$ cat config.mk
export PLATFORM = sky130hd
export DESIGN_NAME = longop_scoreboard
export DESIGN_NICKNAME = d
export VERILOG_FILES = /design/src/rtl/longop_scoreboard_pkg.sv /design/src/rtl/longop_fifo.sv /design/src/rtl/longop_scoreboard.sv
export SDC_FILE = /design/constraint.sdc
export NUM_CORES = 1
export LEC_CHECK = 0
export ABC_AREA = 1
export CAP_MARGIN = 30
export CORE_ASPECT_RATIO = 1.25
export CORE_MARGIN = 3
export CORE_UTILIZATION = 30
export CTS_BUF_LIST = sky130_fd_sc_hd__clkbuf_8
export DETAILED_ROUTE_END_ITERATION = 6
export RECOVER_POWER = 25
export SYNTH_ARGS = -nofsm -noshare
export SYNTH_HDL_FRONTEND = slang
export SYNTH_SLANG_ARGS = --single-unit
$ cat constraint.sdc
create_clock -name clock -period 3.5 [get_ports clock]
set_input_delay 0.35 -clock clock [delete_from_list [all_inputs] [get_ports clock]]
set_output_delay 0.35 -clock clock [all_outputs]
set_load 0.01 [all_outputs]
$ cat src/rtl/longop_scoreboard_pkg.sv
// Shared definitions for the long-latency op scoreboard: opcode values,
// per-entry lifecycle encoding and the exception codes written to $rstatus.
package longop_scoreboard_pkg;

   localparam logic MULT_OP = 1'b0;
   localparam logic DIV_OP  = 1'b1;

   localparam logic [1:0] ST_IDLE   = 2'd0;
   localparam logic [1:0] ST_ISSUED = 2'd1;
   localparam logic [1:0] ST_DONE   = 2'd2;

   localparam logic [2:0] RSTATUS_MULT = 3'd4;
   localparam logic [2:0] RSTATUS_DIV  = 3'd5;

   // Everything an entry needs except the datapath-width result, which
   // depends on XLEN and is therefore stored alongside in its own array.
   typedef struct packed {
      logic [4:0] rd;
      logic       op;
      logic [1:0] state;
      logic       exc;
   } entry_meta_t;

   // Exception code reported for a faulting op of the given kind.
   function automatic logic [2:0] exc_code(input logic op);
      return (op == DIV_OP) ? RSTATUS_DIV : RSTATUS_MULT;
   endfunction

endpackage

$ cat src/rtl/longop_fifo.sv
// In-order circular buffer of in-flight long ops. Entries are allocated at
// the tail, completed in issue order through a separate completion pointer,
// and retired from the head once their result has been written back.
module longop_fifo
   import longop_scoreboard_pkg::*;
#(
   parameter int XLEN  = 32,
   parameter int DEPTH = 2
) (
   input  logic                         clock,
   input  logic                         reset,
   input  logic                         push,
   input  logic [4:0]                   push_rd,
   input  logic                         push_op,
   input  logic                         complete,
   input  logic [XLEN-1:0]              complete_result,
   input  logic                         complete_exc,
   input  logic                         pop,
   output logic                         head_done,
   output logic [4:0]                   head_rd,
   output logic                         head_op,
   output logic [XLEN-1:0]              head_result,
   output logic                         head_exc,
   output logic [$clog2(DEPTH+1)-1:0]   occupancy,
   output logic                         any_issued
);

   localparam int PTR_W = (DEPTH > 1) ? $clog2(DEPTH) : 1;
   localparam int CNT_W = $clog2(DEPTH + 1);
   localparam logic [PTR_W-1:0] LAST = PTR_W'(DEPTH - 1);

   entry_meta_t       meta_q   [DEPTH];
   logic [XLEN-1:0]   result_q [DEPTH];
   logic [PTR_W-1:0]  head_q;
   logic [PTR_W-1:0]  tail_q;
   logic [PTR_W-1:0]  comp_q;
   logic [CNT_W-1:0]  occ_q;
   logic [CNT_W-1:0]  issued_q;

   // Pointers wrap at DEPTH, which need not be a power of two.
   function automatic logic [PTR_W-1:0] wrap_inc(input logic [PTR_W-1:0] p);
      return (p == LAST) ? '0 : p + 1'b1;
   endfunction

   // Head, tail and completion pointers plus live / still-issued counts.
   always_ff @(posedge clock or negedge reset) begin
      if (!reset) begin
         head_q   <= '0;
         tail_q   <= '0;
         comp_q   <= '0;
         occ_q    <= '0;
         issued_q <= '0;
      end else begin
         if (push) begin
            tail_q <= wrap_inc(tail_q);
         end
         if (pop) begin
            head_q <= wrap_inc(head_q);
         end
         if (complete) begin
            comp_q <= wrap_inc(comp_q);
         end
         occ_q    <= occ_q + CNT_W'(push) - CNT_W'(pop);
         issued_q <= issued_q + CNT_W'(push) - CNT_W'(complete);
      end
   end

   // Entry contents; push, complete and pop always touch distinct slots.
   always_ff @(posedge clock or negedge reset) begin
      if (!reset) begin
         for (int i = 0; i < DEPTH; i++) begin
            meta_q[i]   <= '{rd: 5'd0, op: MULT_OP, state: ST_IDLE, exc: 1'b0};
            result_q[i] <= '0;
         end
      end else begin
         for (int i = 0; i < DEPTH; i++) begin
            if (push && tail_q == PTR_W'(i)) begin
               meta_q[i] <= '{rd: push_rd, op: push_op, state: ST_ISSUED, exc: 1'b0};
            end
            if (complete && comp_q == PTR_W'(i)) begin
               meta_q[i].state <= ST_DONE;
               meta_q[i].exc   <= complete_exc;
               result_q[i]     <= complete_result;
            end
            if (pop && head_q == PTR_W'(i)) begin
               meta_q[i].state <= ST_IDLE;
            end
         end
      end
   end

   assign head_done   = (meta_q[head_q].state == ST_DONE);
   assign head_rd     = meta_q[head_q].rd;
   assign head_op     = meta_q[head_q].op;
   assign head_exc    = meta_q[head_q].exc;
   assign head_result = result_q[head_q];
   assign occupancy   = occ_q;
   assign any_issued  = (issued_q != '0);

endmodule

$ cat src/rtl/longop_scoreboard.sv
// Tracks outstanding mult/div ops, raises decode dependency stalls, and
// merges completed long-op results onto the single regfile write port,
// giving MW priority but forcing a hold when the head result starves.
module longop_scoreboard
   import longop_scoreboard_pkg::*;
#(
   parameter int XLEN       = 32,
   parameter int DEPTH      = 2,
   parameter int STARVE_MAX = 4,
   parameter int RSTATUS    = 30
) (
   input  logic                         clock,
   input  logic                         reset,
   input  logic                         issue_valid,
   input  logic                         issue_op,
   input  logic [4:0]                   issue_rd,
   output logic                         issue_ready,
   input  logic                         fu_done,
   input  logic [XLEN-1:0]              fu_result,
   input  logic                         fu_exception,
   input  logic [4:0]                   src_a,
   input  logic [4:0]                   src_b,
   input  logic [4:0]                   dst,
   input  logic                         dst_valid,
   output logic                         dep_stall,
   input  logic                         mw_we,
   input  logic [4:0]                   mw_rd,
   input  logic [XLEN-1:0]              mw_data,
   output logic                         mw_hold,
   output logic                         wr_en,
   output logic [4:0]                   wr_reg,
   output logic [XLEN-1:0]              wr_data,
   output logic [31:0]                  pending_mask,
   output logic [$clog2(DEPTH+1)-1:0]   occupancy,
   output logic                         protocol_err
);

   localparam int CNT_W = $clog2(DEPTH + 1);
   localparam int STV_W = $clog2(STARVE_MAX + 1);

   logic              head_done;
   logic [4:0]        head_rd;
   logic              head_op;
   logic [XLEN-1:0]   head_result;
   logic              head_exc;
   logic              any_issued;
   logic              push;
   logic              complete;
   logic              pop;
   logic [31:0]       pending_q;
   logic [31:0]       pending_d;
   logic [STV_W-1:0]  starve_q;
   logic [STV_W-1:0]  starve_d;
   logic              hold_q;
   logic              hold_d;
   logic              perr_q;

   assign issue_ready = (occupancy < CNT_W'(DEPTH));
   assign push        = issue_valid & issue_ready;
   assign complete    = fu_done & any_issued;
   assign pop         = ~mw_we & head_done;

   longop_fifo #(
      .XLEN  (XLEN),
      .DEPTH (DEPTH)
   ) u_fifo (
      .clock           (clock),
      .reset           (reset),
      .push            (push),
      .push_rd         (issue_rd),
      .push_op         (issue_op),
      .complete        (complete),
      .complete_result (fu_result),
      .complete_exc    (fu_exception),
      .pop             (pop),
      .head_done       (head_done),
      .head_rd         (head_rd),
      .head_op         (head_op),
      .head_result     (head_result),
      .head_exc        (head_exc),
      .occupancy       (occupancy),
      .any_issued      (any_issued)
   );

   // Write-port merge: MW wins; otherwise a DONE head retires, faults redirect to $rstatus.
   always_comb begin
      wr_en   = 1'b0;
      wr_reg  = '0;
      wr_data = '0;
      if (mw_we) begin
         wr_en   = 1'b1;
         wr_reg  = mw_rd;
         wr_data = mw_data;
      end else if (head_done) begin
         if (head_exc) begin
            wr_en   = 1'b1;
            wr_reg  = 5'(RSTATUS);
            wr_data = XLEN'(exc_code(head_op));
         end else begin
            wr_en   = (head_rd != 5'd0);
            wr_reg  = head_rd;
            wr_data = head_result;
         end
      end
   end

   // Next pending mask: retiring clears, a same-cycle issue to the same register wins.
   always_comb begin
      pending_d = pending_q;
      if (pop) begin
         pending_d[head_rd] = 1'b0;
      end
      if (push && issue_rd != 5'd0) begin
         pending_d[issue_rd] = 1'b1;
      end
      pending_d[0] = 1'b0;
   end

   // Starvation count of denied cycles; a raised hold always restarts the count.
   always_comb begin
      starve_d = starve_q;
      if (pop || hold_q) begin
         starve_d = '0;
      end else if (head_done && mw_we && starve_q != STV_W'(STARVE_MAX)) begin
         starve_d = starve_q + 1'b1;
      end
      hold_d = ~hold_q & (starve_d == STV_W'(STARVE_MAX));
   end

   // Registered pending mask, starvation state, hold flag and sticky protocol error.
   always_ff @(posedge clock or negedge reset) begin
      if (!reset) begin
         pending_q <= '0;
         starve_q  <= '0;
         hold_q    <= 1'b0;
         perr_q    <= 1'b0;
      end else begin
         pending_q <= pending_d;
         starve_q  <= starve_d;
         hold_q    <= hold_d;
         perr_q    <= perr_q | (fu_done & ~any_issued);
      end
   end

   // Decode hazards come only from the registered mask; r0 never stalls.
   always_comb begin
      dep_stall = ((src_a != 5'd0) && pending_q[src_a])
               || ((src_b != 5'd0) && pending_q[src_b])
               || (dst_valid && (dst != 5'd0) && pending_q[dst]);
   end

   assign pending_mask = pending_q;
   assign mw_hold      = hold_q;
   assign protocol_err = perr_q;

endmodule

==> impl_metrics.json, run 1 <==
{
  "grt_antenna_before_repair": 1,
  "cp_common_cell": "inv_2",
  "synth.top_cell.area_share": 0.4479,
  "chipWidth_um": 142.5,
  "wl_per_cell_um": 15.61,
  "hold_class": "in2async",
  "syn_to_final_growth_pct": 34.22,
  "path_class": "reg2out",
  "grt_usage": 0.1748,
  "start_util": 0.3091,
  "yosysWarnings": 0,
  "min_period_ps": 3211,
  "regArea_mm2": 0.003128,
  "die_y_um": 176.6,
  "fill_cells": 2364,
  "vdd_drop_max_uv": 296.1,
  "cp_max_fo": 27,
  "crit_arrival_ps": 2860,
  "cp-end-kind": "output port",
  "fin_skew_ps": 10.48,
  "drt_iter0_markers": 419,
  "synth.yosys.seq_area_share": 0.4479,
  "grt.met1_usage": 0.2265,
  "synth_nets": 1054,
  "min_period_over_period": 0.9176,
  "synthCells": 951,
  "io_pins": 173,
  "rsz0062_at_grt": "false",
  "portBuffers": 171,
  "cp_num_buf_inv": 4,
  "drcViolationCount": 0,
  "synth_top_flop_cell": "dfrtp_1",
  "r2r_end": "pending_mask[10]",
  "dr.pass1.iters": 5,
  "slowest_delay_ps": 550,
  "worst-path-stages": 8,
  "cp.required_ps": 3150,
  "hold_viol_final": 0,
  "cts_tree": "yes",
  "use_met3": 0.04226,
  "status": "complete, but fails checks",
  "cp_top_family": "buffers and inverters",
  "grt_pass1_wl_um": 35160,
  "synth_cell_types": 36,
  "grt_use_met2": 0.2919,
  "vias": 6843,
  "avgSynthCellArea_um2": 7.343,
  "routed_via_density": 4.864,
  "crit_path_start": "u_fifo.head_q",
  "dieArea_mm2": 0.02515,
  "drive_gt1_frac": 0.05615,
  "startpoint_type": "flip-flop",
  "p_per_area_mw_per_mm2": 783.4,
  "multiInputGateArea_mm2": 0.003191,
  "routed_wl_um": 21960,
  "grt_pass1_vias": 6818,
  "synth_edf_count": 0,
  "crit_path_end": "wr_data[27]",
  "clockRootBuffer": "clkbuf_8",
  "ys_seq_elements": 125,
  "max_clock_freq_ghz": 0.3114,
  "cts_setup_buffers": 0,
  "antenna_left": 0,
  "synthArstFlopShare": 1.000,
  "final_nets": 1213,
  "h-tree-depth": 4,
  "r2r_start": "u_fifo.head_q",
  "r2r_cells": 8,
  "synth_top_area_cell": "dfrtp_1",
  "fin_setup_tns_ps": 0,
  "dp_hpwl_um": 16390,
  "drv_cap": 1,
  "maxSlewViolCount": 74,
  "cp_slowest_cell": "clkdlybuf4s50_1",
  "clkSinkCount": 125,
  "clock_latency_ps": 430,
  "numCtsBuffers": 17,
  "synth.most_common_cell": "nand2_1",
  "synth_area_leaders": "dfrtp_1 (45%), nand2_1 (17%), o21ai_0 (10%), inv_1 (5.8%), nand3_1 (5.5%)",
  "syn_area_mm2": 0.006983,
  "core_mm2": 0.02259,
  "tightest_slew_ps": 1827,
  "max-slew-margin-rel": -0.2177,
  "post-route-util": 0.4149,
  "clk_path_buf_depth": 2,
  "routabilityCongestion": 0.8918,
  "top_usage_layer": "met2",
  "setup-violations-final": 0,
  "clk_pin_slew_ps": 80,
  "leakage_uw": 0.004434,
  "grt_start_max_net_pins": 77,
  "yosys-top-cells-count": "nand2_1 (322), o21ai_0 (145), dfrtp_1 (125)",
  "reg2reg_setup_slack_ps": 1130,
  "violations": "capacitance limit, slew limit",
  "overflow": 0,
  "num_rows": 61,
  "crit_path_cell_trace": "inv_2 > nand3_1 > nand2_1 > inv_2 > nor2_4 > buf_12 > a32o_1 > clkdlybuf4s50_1"
}
-- registers in the layout (all words and copies together) (netlist names), 2 cells and up --
| signal | cells |
|---|---|
| u_fifo.meta_q | 18 |
| u_fifo.result_q | 64 |
| u_fifo.issued_q | 2 |
| starve_q | 3 |
| u_fifo.occupancy | 2 |
| pending_mask | 31 |
-- cell usage in the layout (no fill, tap or decap), drive strengths merged, types with 8 or more instances in the layout --
cell           Yosys  routed
or2                8       8
inv              113     117
o21ai            159     159
nand3             77      77
a32o              31      31
clkdlybuf4s50      0     169
buf               19      15
nand2            324     324
clkbuf            29      20
a21oi             11      11
nor2              20      20
dfrtp            125     125
-- layer usage --
metal	share of wire	wire (µm)
met1	0.45	9787
met3	0.069	1525
met4	0.010	223
met5	0	0
met2	0.47	10430
-- metrics by stage --
stage	area (µm²)	hold WS [ps]	worst slack, ps	std cells	total power [µW]
after floorplan	6983	54.41	1668	951	4585
after global placement	8942	463.3	747.8	1372	5994
after detailed placement	8942	466.1	717.1	1372	6044
after CTS	9360	77.36	231.9	1403	7427
after global routing	9370	258.7	45.68	1406	7998
final	9373	271.5	288.6	1407	7343
-- layout make-up --
class / count / share of cell area
multi-input combinational: 664 / 0.3404
antenna: 2 / 0.0005340
timing repair buffer: 188 / 0.1973
inverter: 114 / 0.04565
clock inverter: 14 / 0.01962
clock buffer: 17 / 0.02496
sequential: 125 / 0.3337
tap: 283 / 0.03778
-- what timing repair did --
| item | 4_1_cts | 5_1_grt |
|---|---|---|
| endpoints found under the hold margin | 0 | 40 |
| gates resized for setup | 0 | 0 |
| hold buffers | 0 | 1 |
-- power breakdown --
part | switching, µW | internal [µW]
sequential | 490 | 2110
clock | 624 | 716
combinational | 2020 | 1380
total | 3140 | 4210
-- cells by family (layout without fill, tap and decap cells) --
| logic type | after synthesis | after routing | share of synthesized area |
|---|---|---|---|
| simple gates | 439 | 439 | 0.2573 |
| compound gates | 213 | 213 | 0.1817 |
| buf+inv | 162 | 333 | 0.09550 |
| flops | 125 | 125 | 0.4479 |
| fa+ha+maj | 6 | 6 | 0.01075 |
| xor+xnor | 5 | 5 | 0.006272 |
| other cells | 1 | 3 | 0.0005370 |
-- worst min-delay path by stage --
stage	end	depth (start not counted)
final	u_fifo.result_q[58]	2
after global routing	u_fifo.result_q[26]	2
after CTS	u_fifo.result_q[56]	1
after detailed placement	u_fifo.comp_q	2
after global placement	u_fifo.meta_q[4]	2
after floorplan	mw_hold	0
Power figures use the tool's default switching activity.
==> run 2, diff against run 1 <==
Settings changed: CAP_MARGIN 30 to not set.
==> impl_metrics.json, run 2 (synthesis gave the netlist of run 1 again) <==
{
  "status": "complete, but fails checks",
  "violations": "capacitance limit, slew limit",
  "clock_latency_ps": 430,
  "start_util": 0.3091,
  "grt_usage": 0.1748,
  "startpoint_type": "flip-flop",
  "grt_pass1_vias": 6818,
  "crit_arrival_ps": 2870,
  "drv_cap": 1,
  "setup-violations-final": 0,
  "cp.required_ps": 3150,
  "dpl_cell_area_mm2": 0.008942,
  "cp-end-kind": "output port",
  "max_clock_freq_ghz": 0.3110,
  "final_cell_count_no_fill": 1405,
  "num_rows": 61,
  "routed_wl_um": 21910,
  "place_inst": 1372,
  "drive_gt1_frac": 0.05625,
  "p_per_area_mw_per_mm2": 784.6,
  "fin_hold_ws_ps": 437.2,
  "rsz0062_at_grt": "false",
  "dieArea_mm2": 0.02515,
  "fill_cells": 2364,
  "r2r_start": "u_fifo.head_q",
  "drcViolationCount": 0,
  "chipWidth_um": 142.5,
  "p_int_uw": 4206,
  "fin_skew_ps": 11.75,
  "min_period_ps": 3216,
  "final_nets": 1211,
  "cts_setup_buffers": 0,
  "drt_iter0_markers": 421,
  "fin_setup_tns_ps": 0,
  "power_frac_seq": 0.354,
  "antenna_left": 0,
  "path_class": "reg2out",
  "io_pins": 173,
  "routed_via_density": 4.893,
  "largest_reg_flops": 64,
  "numCtsBuffers": 17,
  "swShare": 0.4272,
  "cp_max_fo": 27,
  "cts_resized": 0,
  "regMostFlops": "u_fifo.result_q",
  "vias": 6875,
  "clk_pin_slew_ps": 80,
  "mostFrequentLayoutCell": "nand2_1",
  "die_y_um": 176.6,
  "dp_hpwl_um": 16390,
  "cts_tree": "yes",
  "clockRootBuffer": "clkbuf_8",
  "final_cell_mix": "nand2_1 (321), clkdlybuf4s50_1 (169), o21ai_0 (145), dfrtp_1 (125), inv_1 (107)",
  "clkSinkCount": 125,
  "portBuffers": 171,
  "reg2reg_setup_slack_ps": 1120,
  "max-slew-margin-rel": -0.2654,
  "dr.pass1.iters": 5,
  "overflow": 0,
  "syn_to_final_growth_pct": 34.03,
  "routabilityCongestion": 0.8918,
  "p_switching_uw": 3137,
  "core_mm2": 0.02259,
  "grt_antenna_before_repair": 1,
  "hold_class": "in2async",
  "tightest_slew_ps": 1898,
  "fin_area_mm2": 0.009359,
  "post-place-ws_ps": 717.1,
  "power.share.clock": 0.183,
  "r2r_end": "pending_mask[10]",
  "grt_start_max_net_pins": 77,
  "setup_slack_ps": 284.5,
  "vdd_drop_max_uv": 296.4,
  "pwr-share-comb": 0.464,
  "wl_per_cell_um": 15.60,
  "min_period_over_period": 0.9187,
  "hold_viol_final": 0,
  "leakage_uw": 0.004429,
  "r2r_cells": 8,
  "maxSlewViolCount": 77,
  "grt_pass1_wl_um": 35160,
  "holdBufCountCts": 0,
  "clk_path_buf_depth": 2,
  "h-tree-depth": 4
}
-- run 2: changes by cell type in the layout (fill, tap and decap cells not counted) --
| cell | before | now |
|---|---|---|
| clkbuf_1 | 2 | 1 |
| dlygate4sd3_1 | 1 | 0 |
-- run 2: metrics by stage --
step	power, µW	util
after global placement	5994	0.3958
final	7343	0.4143
after floorplan	4585	-
after global routing	7997	0.4142
after detailed placement	6044	0.3958
after CTS	7427	0.4143
-- run 2: how the worst max path moves through the flow --
| stage | startpoint | depth (start not counted) | slack (ps) | endpoint |
|---|---|---|---|---|
| 3_3_place_gp | u_fifo.head_q | 9 | 750 | wr_data[0] |
| 6_report | u_fifo.head_q | 8 | 280 | wr_data[27] |
| 2_1_floorplan | u_fifo.head_q | 11 | 1670 | u_fifo.occupancy[1] |
| 4_1_cts | u_fifo.head_q | 8 | 230 | wr_data[27] |
| 3_5_place_dp | u_fifo.head_q | 8 | 720 | wr_data[27] |
| 5_1_grt | u_fifo.head_q | 9 | 50 | wr_data[0] |
-- run 2: worst max-delay path, cell delays in order (launching register included) --
cell and delay [ps]:
dfrtp_1 390, inv_2 270, nand3_1 150, nand2_1 140, inv_2 60, nor2_4 450
buf_12 250, a32o_1 180, clkdlybuf4s50_1 550
-- run 2: area by class of cell --
type                       count  area, µm²  area share
antenna                        2      5.005   0.0005348
clock buffer                  17      234.0     0.02500
clock inverter                14      183.9     0.01965
inverter                     114      427.9     0.04572
multi-input combinational    664       3191      0.3409
sequential                   125       3128      0.3342
tap                          283      354.1     0.03783
timing repair buffer         186       1836      0.1961
-- run 2: metal layers --
layer  track usage  wire length (µm)
met1        0.2265              9722
met2        0.2919             10350
met3       0.04226              1591
met4       0.04596               249
met5             0                 0
-- run 2: power by group through the flow --
stage	Clock, µW	Combinational (µW)	Sequential [µW]
after CTS	1390	3450	2590
after floorplan	0	2040	2540
final	1340	3400	2600
after global routing	1450	3860	2690
after detailed placement	0	3430	2620
after global placement	0	3390	2610
==> run 3, diff against run 2 <==
Settings changed: GPL_ROUTABILITY_DRIVEN set to 0.
Clock period 3.5 ns to 3.95 ns, I/O delays scaled along.
==> impl_metrics.json, run 3 (synthesis gave the netlist of run 1 again) <==
{
  "status": "complete, but fails checks",
  "violations": "capacitance limit, slew limit",
  "setup_slack_ps": 591.7,
  "clkSinkCount": 125,
  "fin_skew_ps": 9.935,
  "h-tree-depth": 4,
  "use_met3": 0.05012,
  "drt_iter0_markers": 427,
  "cts_tree": "yes",
  "io_pins": 173,
  "setup-violations-final": 0,
  "r2r_cells": 9,
  "vdd_drop_max_uv": 248.3,
  "regArea_mm2": 0.003128,
  "rsz0062_at_grt": "false",
  "overflow": 0,
  "p_per_area_mw_per_mm2": 686.0,
  "crit_arrival_ps": 2960,
  "final_nets": 1209,
  "cp-end-kind": "output port",
  "maxSlewViolCount": 76,
  "chipWidth_um": 142.5,
  "cp.required_ps": 3560,
  "cp_common_cell": "buf_4",
  "dieArea_mm2": 0.02515,
  "max_clock_freq_ghz": 0.2978,
  "clk_path_buf_depth": 2,
  "r2r_start": "u_fifo.head_q",
  "r2r_end": "u_fifo.occupancy[1]",
  "vias": 6868,
  "startpoint_type": "flip-flop",
  "min_period_ps": 3358,
  "regMostFlops": "u_fifo.result_q",
  "clockRootBuffer": "clkbuf_8",
  "cts_resized": 0,
  "path_class": "reg2out",
  "core_mm2": 0.02259,
  "leakage_uw": 0.004404,
  "holdBufCountCts": 0,
  "grt_pass1_wl_um": 34880,
  "dp_hpwl_um": 16230,
  "min_period_over_period": 0.8502,
  "grt_use_met2": 0.2861,
  "slowest_delay_ps": 520,
  "top_usage_layer": "met2",
  "grt_usage": 0.1738,
  "hold_viol_final": 0,
  "grt_start_max_net_pins": 76,
  "multiInputGateArea_mm2": 0.003191,
  "clk_pin_slew_ps": 80,
  "grt.met1_usage": 0.2268,
  "diodes": 0,
  "reg2reg_setup_slack_ps": 1700,
  "largest_reg_flops": 64,
  "start_util": 0.3091,
  "syn_to_final_growth_pct": 33.04,
  "cp_max_fo": 31,
  "hold_class": "in2async",
  "drive_gt1_frac": 0.05546,
  "fin_area_mm2": 0.009290,
  "grt_antenna_before_repair": 1,
  "drcViolationCount": 0,
  "antenna_left": 0,
  "clock_latency_ps": 430,
  "numCtsBuffers": 17,
  "drv_cap": 1,
  "fill_cells": 2392,
  "max-slew-margin-rel": -0.2402,
  "wl_per_cell_um": 15.43,
  "portBuffers": 171,
  "routed_via_density": 4.902,
  "num_rows": 61,
  "mostFrequentLayoutCell": "nand2_1",
  "dpl_cell_area_mm2": 0.008915,
  "grt_pass1_vias": 6738,
  "final_cell_mix": "nand2_1 (321), clkdlybuf4s50_1 (169), o21ai_0 (145), dfrtp_1 (125), inv_1 (107)",
  "cp_slowest_cell": "dfrtp_1",
  "fin_setup_tns_ps": 0,
  "crit_path_cell_trace": "buf_4 > o21ai_2 > buf_4 > o21ai_1 > a22o_1 > clkdlybuf4s50_1",
  "die_y_um": 176.6,
  "post-place-ws_ps": 974.4,
  "tightest_slew_ps": 1860,
  "dr.pass1.iters": 5,
  "cts_setup_buffers": 0,
  "cp_num_buf_inv": 3,
  "cp_top_family": "buffers and inverters",
  "routed_wl_um": 21620
}
## run 3: metal layers
metal / vias to the layer above / routed length (µm)
met5: - / 13
met4: 2 / 227
met3: 19 / 1863
met2: 263 / 10230
met1: 3172 / 9289
li1: 3412 / -
## run 3: how the worst max path moves through the flow
stage	cells after the start	start	endpoint	slack, ps
floorplan	11	u_fifo.head_q	u_fifo.occupancy[1]	2120
global placement	15	src_a[0]	dep_stall	990
detailed placement	15	src_a[0]	dep_stall	970
CTS	6	u_fifo.head_q	wr_data[2]	560
global route	8	u_fifo.head_q	wr_data[0]	400
finish	6	u_fifo.head_q	wr_data[2]	590
## run 3: per-stage QoR
| step | power [µW] | instances | util | hold slack, ps |
|---|---|---|---|---|
| 6_report | 6373 | 1401 | 0.4112 | 460.1 |
| 5_1_grt | 6958 | 1401 | 0.4112 | 507.8 |
| 4_1_cts | 6447 | 1401 | 0.4120 | 127.0 |
| 3_5_place_dp | 5303 | 1370 | 0.3946 | 468.9 |
| 3_3_place_gp | 5261 | 1370 | 0.3946 | 463.9 |
| 2_1_floorplan | 4063 | 951 | - | 99.41 |
## run 3: final cells by class
type,instances,share of cell area
multi-input combinational,664,0.3434
timing repair buffer,184,0.1934
sequential,125,0.3367
clock buffer,17,0.02519
tap,283,0.03811
inverter,114,0.04606
clock inverter,14,0.01710
## run 3: power by group
group | internal, µW | total [µW] | leakage, µW | switching [µW]
Sequential | 1870 | 2320 | 0.00157 | 451
Combinational | 1200 | 2940 | 0.00264 | 1730
Clock | 570 | 1120 | 0.000194 | 547
Total | 3640 | 6370 | 0.00440 | 2730
## run 3: worst reg2reg max path, cell delays in order (launching register included)
cell and delay [ps]:
dfrtp_1 580, nand3_1 150, nand2_1 160, inv_2 70, nor2_4 360, ha_1 350, inv_1 70, ha_1 140
xnor2_1 150, xor2_1 160
